[src/rtl/if_fetch.sv]
// if_fetch: RV32I instruction-fetch stage.
// Builds each 32-bit instruction from four byte reads on the memory byte
// port, presents it with its PC to IF/ID, and redirects on decode's
// branch/jump resolution.
// Optional feature macro: ICACHE_EN (32-entry direct-mapped instruction cache).
module if_fetch (
  input  logic        clk,
  input  logic        rst,
  input  logic        stall_i,
  input  logic        branch_flag_i,
  input  logic [31:0] branch_target_i,
  output logic        mem_req_o,
  output logic [31:0] mem_addr_o,
  input  logic        mem_valid_i,
  input  logic [7:0]  mem_byte_i,
  output logic [31:0] pc_o,
  output logic [31:0] inst_o,
  output logic        inst_valid_o
);

  typedef enum logic [0:0] {
    S_FETCH = 1'b0,
    S_READY = 1'b1
  } state_t;

  state_t      state_q, state_d;
  logic [1:0]  cnt_q, cnt_d;
  logic [31:0] pc_q, pc_d;
  logic [31:0] inst_q, inst_d;
  logic [31:0] addr_q, addr_d;
  logic        valid_q, valid_d;
  logic        req_q, req_d;

  logic        hit_s;
  logic [31:0] hit_data_s;
  logic        byte_ok_s;

`ifdef ICACHE_EN
  logic [31:0] cvalid_q;
  logic [24:0] ctag_q  [32];
  logic [31:0] cdata_q [32];
  logic [4:0]  idx_s;
  logic        fill_s;

  assign idx_s      = pc_q[6:2];
  // A lookup is only meaningful at the start of a live fetch.
  assign hit_s      = req_q && (state_q == S_FETCH) && (cnt_q == 2'd0) &&
                      cvalid_q[idx_s] && (ctag_q[idx_s] == pc_q[31:7]);
  assign hit_data_s = cdata_q[idx_s];
  // Fill on the edge that lands byte 3, unless a redirect discards the word.
  assign fill_s     = (state_q == S_FETCH) && byte_ok_s && (cnt_q == 2'd3) &&
                      !branch_flag_i;
  // On a hit the memory port stays idle.
  assign mem_req_o  = req_q & ~hit_s;

  // Cache valid bits: cleared by reset, set by a fill.
  always_ff @(posedge clk) begin
    if (!rst) begin
      cvalid_q <= 32'd0;
    end else if (fill_s) begin
      cvalid_q[idx_s] <= 1'b1;
    end
  end

  // Cache tag and data storage, written on fill.
  always_ff @(posedge clk) begin
    if (fill_s) begin
      ctag_q[idx_s]  <= pc_q[31:7];
      cdata_q[idx_s] <= {mem_byte_i, inst_q[23:0]};
    end
  end
`else
  assign hit_s      = 1'b0;
  assign hit_data_s = 32'd0;
  assign mem_req_o  = req_q;
`endif

  // A byte counts only if it answers a request we are actually making.
  assign byte_ok_s = mem_req_o & mem_valid_i;

  // Next-state logic: redirect has priority over fetch progress and consume.
  always_comb begin
    state_d = state_q;
    cnt_d   = cnt_q;
    pc_d    = pc_q;
    inst_d  = inst_q;
    valid_d = valid_q;
    if (branch_flag_i) begin
      pc_d    = branch_target_i & 32'hFFFF_FFFC;
      cnt_d   = 2'd0;
      valid_d = 1'b0;
      state_d = S_FETCH;
    end else begin
      case (state_q)
        S_FETCH: begin
          if (hit_s) begin
            inst_d  = hit_data_s;
            cnt_d   = 2'd0;
            valid_d = 1'b1;
            state_d = S_READY;
          end else if (byte_ok_s) begin
            case (cnt_q)
              2'd0:    inst_d[7:0]   = mem_byte_i;
              2'd1:    inst_d[15:8]  = mem_byte_i;
              2'd2:    inst_d[23:16] = mem_byte_i;
              2'd3:    inst_d[31:24] = mem_byte_i;
              default: inst_d        = inst_q;
            endcase
            if (cnt_q == 2'd3) begin
              cnt_d   = 2'd0;
              valid_d = 1'b1;
              state_d = S_READY;
            end else begin
              cnt_d = cnt_q + 2'd1;
            end
          end else begin
            cnt_d = cnt_q;
          end
        end
        S_READY: begin
          if (!stall_i) begin
            pc_d    = pc_q + 32'd4;
            valid_d = 1'b0;
            state_d = S_FETCH;
          end else begin
            pc_d = pc_q;
          end
        end
        default: begin
          state_d = S_FETCH;
          cnt_d   = 2'd0;
          valid_d = 1'b0;
        end
      endcase
    end
    // Bus signals are precomputed from next state so they come from flops.
    req_d  = (state_d == S_FETCH);
    addr_d = pc_d + {30'd0, cnt_d};
  end

  // State and output registers with synchronous active-low reset.
  always_ff @(posedge clk) begin
    if (!rst) begin
      state_q <= S_FETCH;
      cnt_q   <= 2'd0;
      pc_q    <= 32'd0;
      inst_q  <= 32'd0;
      valid_q <= 1'b0;
      req_q   <= 1'b0;
      addr_q  <= 32'd0;
    end else begin
      state_q <= state_d;
      cnt_q   <= cnt_d;
      pc_q    <= pc_d;
      inst_q  <= inst_d;
      valid_q <= valid_d;
      req_q   <= req_d;
      addr_q  <= addr_d;
    end
  end

  assign mem_addr_o   = addr_q;
  assign pc_o         = pc_q;
  assign inst_o       = inst_q;
  assign inst_valid_o = valid_q;

endmodule

[config.mk]
export PLATFORM = sky130hd
export DESIGN_NAME = if_fetch
export DESIGN_NICKNAME = d
export VERILOG_FILES = /design/src/rtl/if_fetch.sv
export SDC_FILE = /design/constraint.sdc
export NUM_CORES = 1
export LEC_CHECK = 0
export BUFFER_PORTS_ARGS = -buffer_cell sky130_fd_sc_hd__buf_2
export CORE_UTILIZATION = 40
export DETAILED_ROUTE_END_ITERATION = 10
export PLACE_DENSITY = 0.67
export REMOVE_ABC_BUFFERS = 1
export SKIP_LAST_GASP = 1
export SYNTH_ARGS = -nofsm -noshare
export SYNTH_HDL_FRONTEND = slang
export SYNTH_SLANG_ARGS = --single-unit
[constraint.sdc]
create_clock -name clk -period 5.5 [get_ports clk]
set_input_delay 1.65 -clock clk [delete_from_list [all_inputs] [get_ports clk]]
set_output_delay 1.65 -clock clk [all_outputs]
set_load 0.02 [all_outputs]
==> reports/results.md, run 1 <==
| Stage | Item | Value |
|---|---|---|
| sta | Setup TNS | 0 ns |
| critical path | Peak per-stage delay on the critical path | 0.41 ns |
| final layout | Area occupied by registers | 0.002022 mm² |
| grt | Via count of the first global-routing pass | 4306 |
| yosys | Gate Count Post-Synth | 578 |
| sta | Unrepaired setup endpoints after global routing | no |
| placement | Post-detailed-placement cell area | 0.005657 mm² |
| detailed routing | Number of remaining DRC errors | 11 |
| placement | Post-DP HPWL | 9.527 mm |
| final layout | Fraction of final layout cells with drive strength greater than 1 | 27.18% |
| worst hold path | Launch instance of the worst min-delay path | inst_o[20] |
| yosys | Post-synth ARST share | 0% |
| placement | Port Buffers | 140 |
| power and ir drop | Power Density | 273.5 mW/mm² |
| detailed routing | Vias per inst | 5.464 |
| critical path | Crit path capture type | register |
| critical path | CP cell instances | buf_2 -> nand2_1 -> or2_2 -> nor3_1 -> a21oi_1 -> nor2_1 -> ha_1 -> inv_1 -> fa_1 -> nor3b_1 -> and2_1 -> nor4b_1 -> buf_4 -> nand4_2 -> a211oi_2 -> mux2_1 |
| grt | Wire length of the first global-routing pass | 21.05 mm |
| sta | Number of pins with negative max-slew slack in the final report | 0 |
| yosys | Post-synth EDFFs | 0 |
| power and ir drop | Static leakage | 2.478 nW |
| clock network | Hold bufs inserted after CTS | 0 |
| detailed routing | Routed length per placed instance | 15.32 µm |
| grt | Initial antenna violation count | 1 |
| critical path | Classification of the worst setup path | in2reg |
| floorplanning | Die height | 112.2 µm |
| clock network | CTS Buffer Depth | 2 |
| clock network | Clock tree from TritonCTS | built |
| critical path | Count of buffer and inverter cells on the critical path | 3 |
| yosys | Cell area after technology mapping | 0.004853 mm² |
| detailed routing | Aggregate routed wire length | 13.08 mm |
| worst hold path | End point of the most critical hold path | inst_o[20] |
| worst hold path | Tightest Hold Check Type | reg2reg |
| clock network | Number of instances resized during post-cts repair | 0 |
| clock network | Number of CTS-inserted buffers | 9 |
| critical path | Register-to-register path setup slack | 1.63 ns |
| sta | Actual transition at the worst max-transition pin | 0.8821 ns |
| clock network | Clock latency reported for the late side of the worst-skew pair | 0.35 ns |
| critical path | Element type at the critical path start | primary input |
| sta | Tmin final | 4.792 ns |
| yosys | Flip-flop and latch count after synthesis | 101 |
| floorplanning | Count of boundary I/O pins | 143 |
| floorplanning | Total number of placement rows | 39 |
| status | Violations in the final reports | design-rule violations |
| clock network | Root Driver | sky130_fd_sc_hd__clkbuf_16 |
| grt | Total routing resource utilization after global routing | 21.03% |
| final layout | Multi-input combinational cell area | 0.002661 mm² |
| yosys | Most used DFF post-synth | sky130_fd_sc_hd__dfxtp_1 |
| power and ir drop | Post-route total power | 1.625 mW |
| yosys | Post-synthesis area per instance | 8.397 µm² |
| grt | Maximum number of pins on one net before global-route repair | 58 |
| floorplanning | Die X-Extent | 112.2 µm |
| critical path | Launch instance of the worst register-to-register path | cnt_q[0] |
| clock network | Setup repair bufs after CTS | 0 |
| critical path | Required time worst endpoint | 5.73 ns |
| final layout | Area Overhead vs Synth | 22.43% |
| status | Status | finished with violations |
| critical path | Critical-path cell with the highest stage delay | sky130_fd_sc_hd__fa_1 |
| sta | Slew headroom | 40.69% |
| critical path | Worst endpoint data arrival time | 5.03 ns |
| sta | Post-route clock period utilization | 87.14% |
| placement | Final GP Congestion | 0.8459 |
| floorplanning | Die Footprint | 0.01258 mm² |
| clock network | Clock-pin slew on the worst setup and hold paths | 0.07 ns |
| floorplanning | Initial Util | 41.79% |
| clock network | CTS sink count | 101 |
| critical path | Maximum fanout encountered on the critical timing path | 6 |
| critical path | Kind of cell adding the most delay to the critical path | simple AND/OR/NAND/NOR gates |
| grt | Overflow left after global routing | 0 |
| final layout | Fillers | 1157 |
| critical path | Endpoint of the worst register-to-register path | mem_addr_o[24] |
| sta | Count of endpoints failing setup in the final report | 0 |
| yosys | Sequential share of the synthesized area | 41.66% |
| sta | Fmax achieved | 208.7 MHz |
| yosys | Count of different cell masters after synthesis | 67 |
| detailed routing | First drt pass iteration count | 7 |
| floorplanning | Area of the core | 0.01161 mm² |
| detailed routing | Vias post-DR | 4666 |
| yosys | Number of warnings issued by yosys | 0 |
| sta | Number of hold-slack violations in the final timing report | 0 |
| job | Number of maximum-capacitance constraint violations | 0 |
| final layout | Net count of the finished layout | 758 |
| detailed routing | Iteration-0 DRC count of the detailed router | 426 |
| detailed routing | Count of nets left with antenna violations after detail routing | 0 |
| final layout | Post-Layout Inst Area | 0.005942 mm² |
| critical path | Worst reg-to-reg path cell count | 14 |
| clock network | H-Tree Level Count | 3 |
| worst hold path | Hold depth | 2 |
| power and ir drop | Worst ir drop on vdd | 0.1429 mV |
| sta | Final setup skew | 0.009868 ns |
## report_power, final
group | internal [mW] | total, mW | switching [mW]
registers | 0.762 | 0.787 | 0.0245
logic | 0.0788 | 0.222 | 0.143
clock network | 0.314 | 0.617 | 0.303
total | 1.15 | 1.62 | 0.471
## cells in the final DEF, fill, tap and decap left out, types with 3 or more instances in the layout
master and count:
sky130_fd_sc_hd__clkbuf_16 9, sky130_fd_sc_hd__o31a_1 4, sky130_fd_sc_hd__buf_4 7, sky130_fd_sc_hd__nor3_1 7
sky130_fd_sc_hd__nor3b_1 3, sky130_fd_sc_hd__or4_1 5, sky130_fd_sc_hd__a21oi_1 41, sky130_fd_sc_hd__nor2b_1 7
sky130_fd_sc_hd__xor2_1 13, sky130_fd_sc_hd__or3_1 5, sky130_fd_sc_hd__dfxtp_1 101, sky130_fd_sc_hd__nor3_2 3
sky130_fd_sc_hd__ha_1 7, sky130_fd_sc_hd__or3b_1 3, sky130_fd_sc_hd__nor4_4 3, sky130_fd_sc_hd__nand2_1 73
sky130_fd_sc_hd__nand4_1 5, sky130_fd_sc_hd__mux2_1 6, sky130_fd_sc_hd__a31oi_1 3, sky130_fd_sc_hd__and2_1 17
sky130_fd_sc_hd__xnor2_1 19, sky130_fd_sc_hd__nor4_1 9, sky130_fd_sc_hd__o31ai_1 8, sky130_fd_sc_hd__nand4_2 3
sky130_fd_sc_hd__nand3_1 56, sky130_fd_sc_hd__nor2_1 64, sky130_fd_sc_hd__inv_1 10, sky130_fd_sc_hd__buf_2 140
sky130_fd_sc_hd__o211ai_1 3, sky130_fd_sc_hd__or2_2 4, sky130_fd_sc_hd__o21ai_0 16, sky130_fd_sc_hd__nand2b_1 4
## per-stage QoR
stage | utilization (%) | hold slack [ns] | setup slack [ns] | std cells
after floorplan | - | 0.5345 | 0.7050 | 547
after global placement | 48.71 | 0.4386 | 0.4356 | 837
after detailed placement | 48.71 | 0.4449 | 0.3777 | 837
after CTS | 51.14 | 0.4546 | 0.7426 | 853
after global routing | 51.16 | 0.4725 | 0.4730 | 854
final | 51.16 | 0.4534 | 0.7075 | 854
## cell families after synthesis
logic type | synth area share, %
XOR/XNOR | 5.775
AO/OA/AOI/OAI | 12.35
buffers and inverters | 3.558
AND/OR/NAND/NOR | 32.17
flip-flops | 41.66
adder cells (fa/ha/maj) | 2.217
multiplexers | 2.269
## routing by layer
layer / up-vias / global-route usage (%) / wire length, µm
li1: 2290 / - / -
met3: 29 / 3.834 / 865
met4: 0 / 9.600 / 355
met5: - / 0 / 0
met1: 2167 / 27.52 / 5978
met2: 180 / 33.83 / 5882
## cell usage after synthesis (2+ instances only)
cell / number / area share [%]
sky130_fd_sc_hd__o211ai_1: 3 / 0.46
sky130_fd_sc_hd__nor3b_1: 3 / 0.46
sky130_fd_sc_hd__o31ai_1: 8 / 1.2
sky130_fd_sc_hd__or4_1: 5 / 0.77
sky130_fd_sc_hd__nor4_4: 3 / 1.3
sky130_fd_sc_hd__buf_1: 4 / 0.31
sky130_fd_sc_hd__nand3_1: 56 / 5.8
sky130_fd_sc_hd__xor2_1: 13 / 2.3
sky130_fd_sc_hd__nand4_1: 5 / 0.64
sky130_fd_sc_hd__or3b_1: 3 / 0.54
sky130_fd_sc_hd__ha_1: 7 / 1.8
sky130_fd_sc_hd__or4b_2: 2 / 0.41
sky130_fd_sc_hd__a21oi_1: 41 / 4.2
sky130_fd_sc_hd__buf_2: 6 / 0.62
sky130_fd_sc_hd__nor2b_1: 7 / 0.90
sky130_fd_sc_hd__mux2_2: 2 / 0.46
sky130_fd_sc_hd__xnor2_1: 19 / 3.4
sky130_fd_sc_hd__mux2_1: 6 / 1.4
sky130_fd_sc_hd__o31a_1: 4 / 0.72
sky130_fd_sc_hd__clkbuf_1: 20 / 1.5
sky130_fd_sc_hd__and3_1: 2 / 0.26
sky130_fd_sc_hd__or2_2: 4 / 0.52
sky130_fd_sc_hd__nand4bb_1: 2 / 0.46
sky130_fd_sc_hd__a221oi_1: 2 / 0.36
sky130_fd_sc_hd__inv_1: 10 / 0.77
sky130_fd_sc_hd__a31oi_1: 3 / 0.39
sky130_fd_sc_hd__o41ai_1: 2 / 0.36
sky130_fd_sc_hd__nand2_1: 73 / 5.6
sky130_fd_sc_hd__nor4_2: 2 / 0.52
sky130_fd_sc_hd__o21ai_0: 16 / 1.6
sky130_fd_sc_hd__dfxtp_1: 101 / 42
sky130_fd_sc_hd__nor2_1: 65 / 5.0
sky130_fd_sc_hd__nor4_1: 9 / 1.2
sky130_fd_sc_hd__mux2i_1: 2 / 0.41
sky130_fd_sc_hd__nand4_2: 3 / 0.77
sky130_fd_sc_hd__or3_1: 5 / 0.64
sky130_fd_sc_hd__nand2b_1: 4 / 0.52
sky130_fd_sc_hd__nor3_2: 3 / 0.62
sky130_fd_sc_hd__nand3b_1: 2 / 0.31
sky130_fd_sc_hd__nand4b_1: 2 / 0.36
sky130_fd_sc_hd__nor3_1: 7 / 0.72
sky130_fd_sc_hd__and2_1: 17 / 2.2
## worst max-delay path by stage
stage                     start        endpoint  slack [ns]  depth (start not counted)
floorplan           mem_valid_i  mem_addr_o[24]        0.70                         14
global placement    mem_valid_i  mem_addr_o[24]        0.44                         16
detailed placement  mem_valid_i  mem_addr_o[24]        0.38                         16
CTS                 mem_valid_i  mem_addr_o[24]        0.74                         16
global route        mem_valid_i  mem_addr_o[30]        0.47                         16
finish              mem_valid_i  mem_addr_o[24]        0.71                         16
## worst min-delay path, stage by stage (launching register included)
cell and delay (ns):
sky130_fd_sc_hd__dfxtp_1 0.31, sky130_fd_sc_hd__nand2_1 0.05, sky130_fd_sc_hd__a21oi_1 0.05
## registers in the layout (all words and copies together), names as in the netlist
| signal | flops |
|---|---|
| inst_o | 32 |
| cnt_q | 2 |
| mem_req_o | 1 |
| state_q | 1 |
| pc_o | 32 |
| mem_addr_o | 32 |
| inst_valid_o | 1 |
## layout make-up
cell class / instances / area share [%]
multi-input combinational: 435 / 44.79
sequential: 101 / 34.03
timing repair buffer: 147 / 12.68
clock buffer: 9 / 3.790
tap: 143 / 3.011
clock inverter: 7 / 0.9686
inverter: 11 / 0.6949
antenna: 1 / 0.04211
(Power assumes the default switching activity.)
==> run 2: changes to the inputs <==
--- a/config.mk
+++ b/config.mk
@@ -7,7 +7,7 @@
 export LEC_CHECK = 0
 export BUFFER_PORTS_ARGS = -buffer_cell sky130_fd_sc_hd__buf_2
-export CORE_UTILIZATION = 40
+export CORE_UTILIZATION = 47
 export DETAILED_ROUTE_END_ITERATION = 10
-export PLACE_DENSITY = 0.67
+export PLACE_DENSITY = 0.73
 export REMOVE_ABC_BUFFERS = 1
 export SKIP_LAST_GASP = 1
==> constraint.sdc (replaced) <==
create_clock -name clk -period 5.5 [get_ports clk]
set_input_delay 1.65 -clock clk [delete_from_list [all_inputs] [get_ports clk]]
set_output_delay 1.65 -clock clk [all_outputs]
set_load 0.005 [all_outputs]
==> run 2 against run 1 <==
  * The flow now finishes without violations
  * Critical path type unchanged
  * Combinational power fell by 17%
  * Non-clock buffer count unchanged
  * Register-to-register slack better by 0.06 ns
  * Count of clock-buffer cells in the layout rose by 1
  * Global-route usage rose by 3.0 points
  * Via count down 0.30%
  * Critical path depth unchanged
  * Routed wire length is 2.2% lower
  * Design area fell by 1.1%
  * Setup slack improved by 0.066 ns
  * Clock power decreased by 12%
==> reports/results.md, run 2 (synthesis results as in run 1) <==
| Stage | Item | Value |
|---|---|---|
| sta | Final setup margin | 0.7731 ns |
| final layout | Final standard cell count with taps included and fillers excluded | 843 |
| clock network | Setup repair bufs after CTS | 0 |
| detailed routing | Detail Route met3 WL | 865 µm |
| detailed routing | Highest routed layer | met4 |
| clock network | Clock-pin slew on the worst setup and hold paths | 0.10 ns |
| floorplanning | Count of boundary I/O pins | 143 |
| power and ir drop | Worst ir drop on vdd | 0.1391 mV |
| clock network | CTS sink count | 101 |
| final layout | Fillers | 917 |
| critical path | Worst endpoint data arrival time | 5.00 ns |
| final layout | Post-layout util | 59.31% |
| placement | Post-DP HPWL | 9.134 mm |
| grt | Wire length of the first global-routing pass | 20.85 mm |
| power and ir drop | Static leakage | 2.454 nW |
| power and ir drop | Power Density | 257.4 mW/mm² |
| floorplanning | Initial Util | 48.98% |
| sta | Slew headroom | 44.25% |
| floorplanning | Die Footprint | 0.01074 mm² |
| critical path | Required time worst endpoint | 5.78 ns |
| sta | Count of endpoints failing setup in the final report | 0 |
| clock network | Number of CTS-inserted buffers | 9 |
| sta | Tmin final | 4.727 ns |
| final layout | Most common library cell in the layout ignoring fill and taps | sky130_fd_sc_hd__buf_2 |
| grt | Initial antenna violation count | 0 |
| sta | Number of hold-slack violations in the final timing report | 0 |
| detailed routing | Vias post-DR | 4652 |
| grt | Overflow left after global routing | 0 |
| detailed routing | Number of remaining DRC errors | 0 |
| sta | Setup TNS | 0 ns |
| detailed routing | Wire length on met1 | 5.728 mm |
| floorplanning | Die X-Extent | 103.6 µm |
| detailed routing | First drt pass iteration count | 5 |
| clock network | Number of instances resized during post-cts repair | 0 |
| final layout | Area Overhead vs Synth | 21.09% |
| floorplanning | Total number of placement rows | 36 |
| worst hold path | Tightest Hold Check Type | reg2reg |
| clock network | CTS Buffer Depth | 2 |
| critical path | Crit path capture type | register |
| critical path | Element type at the critical path start | primary input |
| final layout | Fraction of final layout cells with drive strength greater than 1 | 27.18% |
| detailed routing | Count of nets left with antenna violations after detail routing | 0 |
| placement | Port Buffers | 140 |
| floorplanning | Die height | 103.6 µm |
| grt | Total routing resource utilization after global routing | 24.06% |
| grt | Via count of the first global-routing pass | 4287 |
| sta | Unrepaired setup endpoints after global routing | no |
| sta | Number of pins with negative max-slew slack in the final report | 0 |
| placement | DP Worst Slack | 0.3861 ns |
| grt | Maximum number of pins on one net before global-route repair | 56 |
| detailed routing | Iteration-0 DRC count of the detailed router | 268 |
| sta | Actual transition at the worst max-transition pin | 0.8353 ns |
| final layout | Antenna diode count | 0 |
| sta | Post-route clock period utilization | 85.94% |
| status | Status | finished, final reports clean |
| final layout | Net count of the finished layout | 758 |
| sta | Fmax achieved | 211.6 MHz |
| job | Number of maximum-capacitance constraint violations | 0 |
| detailed routing | Vias per inst | 5.518 |
| sta | Final setup skew | 0.009835 ns |
| critical path | Classification of the worst setup path | in2reg |
| detailed routing | Aggregate routed wire length | 12.80 mm |
| detailed routing | Routed length per placed instance | 15.18 µm |
| clock network | H-Tree Level Count | 3 |
| final layout | Most frequent cells in the layout | sky130_fd_sc_hd__buf_2, sky130_fd_sc_hd__dfxtp_1, sky130_fd_sc_hd__nand2_1 |
| clock network | Root Driver | sky130_fd_sc_hd__clkbuf_8 |
| placement | Final GP Congestion | 0.8654 |
| detailed routing | Sum of met2 wire segment lengths after detailed routing | 5.954 mm |
| clock network | Clock latency reported for the late side of the worst-skew pair | 0.38 ns |
| clock network | Hold bufs inserted after CTS | 0 |
| placement | Cells after DPL | 827 |
| floorplanning | Area of the core | 0.009910 mm² |
| critical path | Maximum fanout encountered on the critical timing path | 6 |
| clock network | Clock tree from TritonCTS | built |
==> run 2: cell types whose count changed in the layout (fill, tap and decap cells not counted), sizes merged <==
cell    previous run  this run
bufinv             0         2
clkbuf             9        10
clkinv             2         1
diode              1         0
inv               14        12
==> run 2: cell type report <==
type | count | area (µm²) | area share [%]
multi-input combinational | 435 | 2661 | 45.28
sequential | 101 | 2022 | 34.40
timing repair buffer | 147 | 753.2 | 12.82
tap | 133 | 166.4 | 2.832
clock buffer | 10 | 137.6 | 2.342
clock inverter | 6 | 95.09 | 1.618
inverter | 11 | 41.29 | 0.7026
==> run 2: critical path: stages <==
cell                       delay [ns]
sky130_fd_sc_hd__buf_2           0.08
sky130_fd_sc_hd__nand2_1         0.07
sky130_fd_sc_hd__or2_2           0.32
sky130_fd_sc_hd__nor3_1          0.14
sky130_fd_sc_hd__a21oi_1         0.08
sky130_fd_sc_hd__nor2_1          0.10
sky130_fd_sc_hd__ha_1            0.18
sky130_fd_sc_hd__inv_1           0.06
sky130_fd_sc_hd__fa_1            0.40
sky130_fd_sc_hd__nor3b_1         0.32
sky130_fd_sc_hd__and2_1          0.25
sky130_fd_sc_hd__nor4b_1         0.25
sky130_fd_sc_hd__buf_4           0.21
sky130_fd_sc_hd__nand4_2         0.26
sky130_fd_sc_hd__a211oi_2        0.30
sky130_fd_sc_hd__mux2_1          0.33
==> run 2: through the flow <==
step / total power, mW / area [µm²] / hold slack (ns)
5_1_grt: 1.575 / 5877 / 0.4729
4_1_cts: 1.522 / 5877 / 0.4586
6_report: 1.513 / 5877 / 0.4582
3_5_place_dp: 0.9867 / 5644 / 0.4449
2_1_floorplan: 0.9003 / 4722 / 0.4527
3_3_place_gp: 0.9817 / 5644 / 0.4396
==> run 2: per-layer routing <==
layer / up-vias / global-route usage [%]
li1: 2275 / -
met1: 2153 / 31.75
met2: 202 / 39.17
met3: 22 / 4.405
met4: 0 / 8.799
met5: - / 0
==> run 2: path summary, 6_finish.rpt <==
check | start | endpoint | slack [ns] | cells after the start
setup / recovery | mem_valid_i | mem_addr_o[24] | 0.77 | 16
hold / removal | inst_o[20] | inst_o[20] | 0.46 | 2
setup reg to reg | cnt_q[0] | mem_addr_o[24] | 1.69 | 14
hold reg to reg | inst_o[20] | inst_o[20] | 0.46 | 2
==> run 2: where the power goes <==
part	internal (mW)	switching [mW]	total, mW
combinational	0.0778	0.107	0.184
sequential	0.762	0.0257	0.788
clock	0.272	0.268	0.541
total	1.11	0.400	1.51
==> run 3: changes to the inputs <==
BUFFER_PORTS_ARGS = not set   (was -buffer_cell sky130_fd_sc_hd__buf_2)
CORE_UTILIZATION = 55   (was 47)
DONT_BUFFER_PORTS = 1   (was not set)
PLACE_DENSITY = 0.69   (was 0.73)
==> run 3 against run 2 <==
  * Setup slack gained 0.029 ns
  * Critical path type unchanged
  * Die area shrank 14%
  * Global-route usage grew 1.9 points
==> reports/results.md, run 3 (synthesis results as in run 1) <==
| Stage | Item | Value |
|---|---|---|
| status | Status | finished, final reports clean |
| detailed routing | Count of nets left with antenna violations after detail routing | 0 |
| clock network | Number of instances resized during post-cts repair | 0 |
| detailed routing | Vias post-DR | 4094 |
| grt | Via count of the first global-routing pass | 3694 |
| critical path | Required time worst endpoint | 5.76 ns |
| clock network | H-Tree Level Count | 3 |
| critical path | Worst endpoint data arrival time | 4.96 ns |
| final layout | Net count of the finished layout | 617 |
| placement | Final GP Congestion | 0.8514 |
| grt | Initial antenna violation count | 0 |
| detailed routing | Aggregate routed wire length | 11.61 mm |
| final layout | Fillers | 724 |
| clock network | Hold bufs inserted after CTS | 0 |
| worst hold path | Tightest Hold Check Type | reg2reg |
| grt | Global routing usage on met1 | 32.57% |
| final layout | Post-Layout Inst Area | 0.005127 mm² |
| detailed routing | Vias per inst | 6.074 |
| sta | Number of pins with negative max-slew slack in the final report | 0 |
| grt | GR peak layer | met2 |
| final layout | Antenna diode count | 0 |
| critical path | Classification of the worst setup path | in2reg |
| power and ir drop | Post-route total power | 1.451 mW |
| final layout | Area Overhead vs Synth | 5.646% |
| clock network | Root Driver | sky130_fd_sc_hd__clkbuf_8 |
| sta | Count of endpoints failing setup in the final report | 0 |
| clock network | Clock-pin slew on the worst setup and hold paths | 0.10 ns |
| sta | Fmax achieved | 212.9 MHz |
| placement | Cells after DPL | 658 |
| floorplanning | Die X-Extent | 95.94 µm |
| sta | Unrepaired setup endpoints after global routing | no |
| clock network | Setup repair bufs after CTS | 0 |
| clock network | CTS sink count | 101 |
| final layout | Final standard cell count with taps included and fillers excluded | 674 |
| grt | Wire length of the first global-routing pass | 18.29 mm |
| sta | Slew headroom | 44.31% |
| power and ir drop | Static leakage | 1.783 nW |
| power and ir drop | Register share of total power | 54.9% |
| floorplanning | Area of the core | 0.008382 mm² |
| critical path | Register-to-register path setup slack | 1.65 ns |
| sta | Setup TNS | 0 ns |
| power and ir drop | Combinational cell fraction of total power | 8.2% |
| power and ir drop | Power dissipated by switching net loads | 0.3762 mW |
| grt | Total routing resource utilization after global routing | 26.00% |
| power and ir drop | Switching fraction of total power | 25.93% |
| grt | Met3 track demand over resource in global routing | 7.662% |
| detailed routing | Routed length per placed instance | 17.22 µm |
| floorplanning | Die Footprint | 0.009204 mm² |
| power and ir drop | Total internal power | 1.074 mW |
| grt | Global routing met2 resource utilization | 42.98% |
| detailed routing | Iteration-0 DRC count of the detailed router | 135 |
| sta | Actual transition at the worst max-transition pin | 0.8283 ns |
| final layout | Fraction of final layout cells with drive strength greater than 1 | 9.139% |
| sta | Tmin final | 4.698 ns |
| placement | Post-DP HPWL | 8.423 mm |
| placement | Port Buffers | 0 |
| power and ir drop | Worst ir drop on vdd | 0.1619 mV |
| clock network | Clock tree from TritonCTS | built |
| power and ir drop | Power Density | 282.9 mW/mm² |
| grt | Overflow left after global routing | 0 |
| sta | Number of hold-slack violations in the final timing report | 0 |
| floorplanning | Count of boundary I/O pins | 143 |
| final layout | Post-layout util | 61.17% |
| final layout | Most frequent cells in the layout | sky130_fd_sc_hd__dfxtp_1, sky130_fd_sc_hd__nand2_1, sky130_fd_sc_hd__nor2_1 |
| clock network | CTS Buffer Depth | 2 |
| critical path | Maximum fanout encountered on the critical timing path | 6 |
| floorplanning | Die height | 95.94 µm |
| clock network | Clock latency reported for the late side of the worst-skew pair | 0.37 ns |
| power and ir drop | Share of power burned in the clock network | 36.9% |
| detailed routing | Number of remaining DRC errors | 0 |
| floorplanning | Initial Util | 57.90% |
| job | Number of maximum-capacitance constraint violations | 0 |
| clock network | Number of CTS-inserted buffers | 9 |
| sta | Final setup skew | 0.01382 ns |
| final layout | Most common library cell in the layout ignoring fill and taps | sky130_fd_sc_hd__dfxtp_1 |
| detailed routing | First drt pass iteration count | 4 |
| placement | Post-detailed-placement cell area | 0.004901 mm² |
| critical path | Crit path capture type | register |
| sta | Post-route clock period utilization | 85.42% |
| floorplanning | Total number of placement rows | 33 |
| grt | Maximum number of pins on one net before global-route repair | 62 |
| critical path | Element type at the critical path start | primary input |
## run 3: cell types whose count changed in the layout (fill, tap and decap cells not counted), sizes merged
| cell | previous run | this run |
|---|---|---|
| inv | 12 | 15 |
| clkbuf | 10 | 9 |
| clkinvlp | 2 | 0 |
| buf | 147 | 6 |
## run 3: per-layer routing
metal  vias to the layer above  part of all wire, %
li1                       2006                    -
met1                      1923                   42
met2                       153                   47
met3                        12                   10
met4                         0                  1.3
met5                         -                    0
## run 3: final cells by class
class | instances | area (µm²) | share of cell area (%)
sequential | 101 | 2022 | 39.43
inverter | 11 | 41.29 | 0.8053
tap | 105 | 131.4 | 2.562
multi-input combinational | 435 | 2661 | 51.90
clock inverter | 7 | 102.6 | 2.001
timing repair buffer | 6 | 45.04 | 0.8785
clock buffer | 9 | 123.9 | 2.416
## run 3: worst paths after layout
check | from | endpoint | cells after the start
worst max-delay path | mem_valid_i | mem_addr_o[24] | 15
worst min-delay path | inst_o[30] | inst_o[30] | 2
worst max register to register | cnt_q[0] | mem_addr_o[24] | 14
worst min register to register | inst_o[30] | inst_o[30] | 2
## run 3: stage by stage
stage | worst slack, ns | hold WS (ns)
final | 0.8020 | 0.4761
after global routing | 0.6802 | 0.5036
after CTS | 0.8280 | 0.4779
after detailed placement | 0.4343 | 0.4645
after global placement | 0.4648 | 0.4613
after floorplan | 0.7111 | 0.4527
## run 3: worst max-delay path, stage by stage
cell                       delay, ns
sky130_fd_sc_hd__nand2_1        0.05
sky130_fd_sc_hd__or2_2          0.32
sky130_fd_sc_hd__nor3_1         0.14
sky130_fd_sc_hd__a21oi_1        0.08
sky130_fd_sc_hd__nor2_1         0.10
sky130_fd_sc_hd__ha_1           0.17
sky130_fd_sc_hd__inv_1          0.06
sky130_fd_sc_hd__fa_1           0.40
sky130_fd_sc_hd__nor3b_1        0.32
sky130_fd_sc_hd__and2_1         0.25
sky130_fd_sc_hd__nor4b_1        0.30
sky130_fd_sc_hd__buf_4          0.21
sky130_fd_sc_hd__nand4_2        0.26
sky130_fd_sc_hd__a211oi_2       0.30
sky130_fd_sc_hd__mux2_1         0.33
## run 3: power by group through the flow
| stage | Sequential, mW | Combinational (mW) | Clock (mW) |
|---|---|---|---|
| detailed placement | 0.813 | 0.119 | 0 |
| global placement | 0.813 | 0.115 | 0 |
| global route | 0.802 | 0.134 | 0.576 |
| floorplan | 0.803 | 0.0975 | 0 |
| CTS | 0.797 | 0.119 | 0.545 |
| finish | 0.797 | 0.119 | 0.535 |
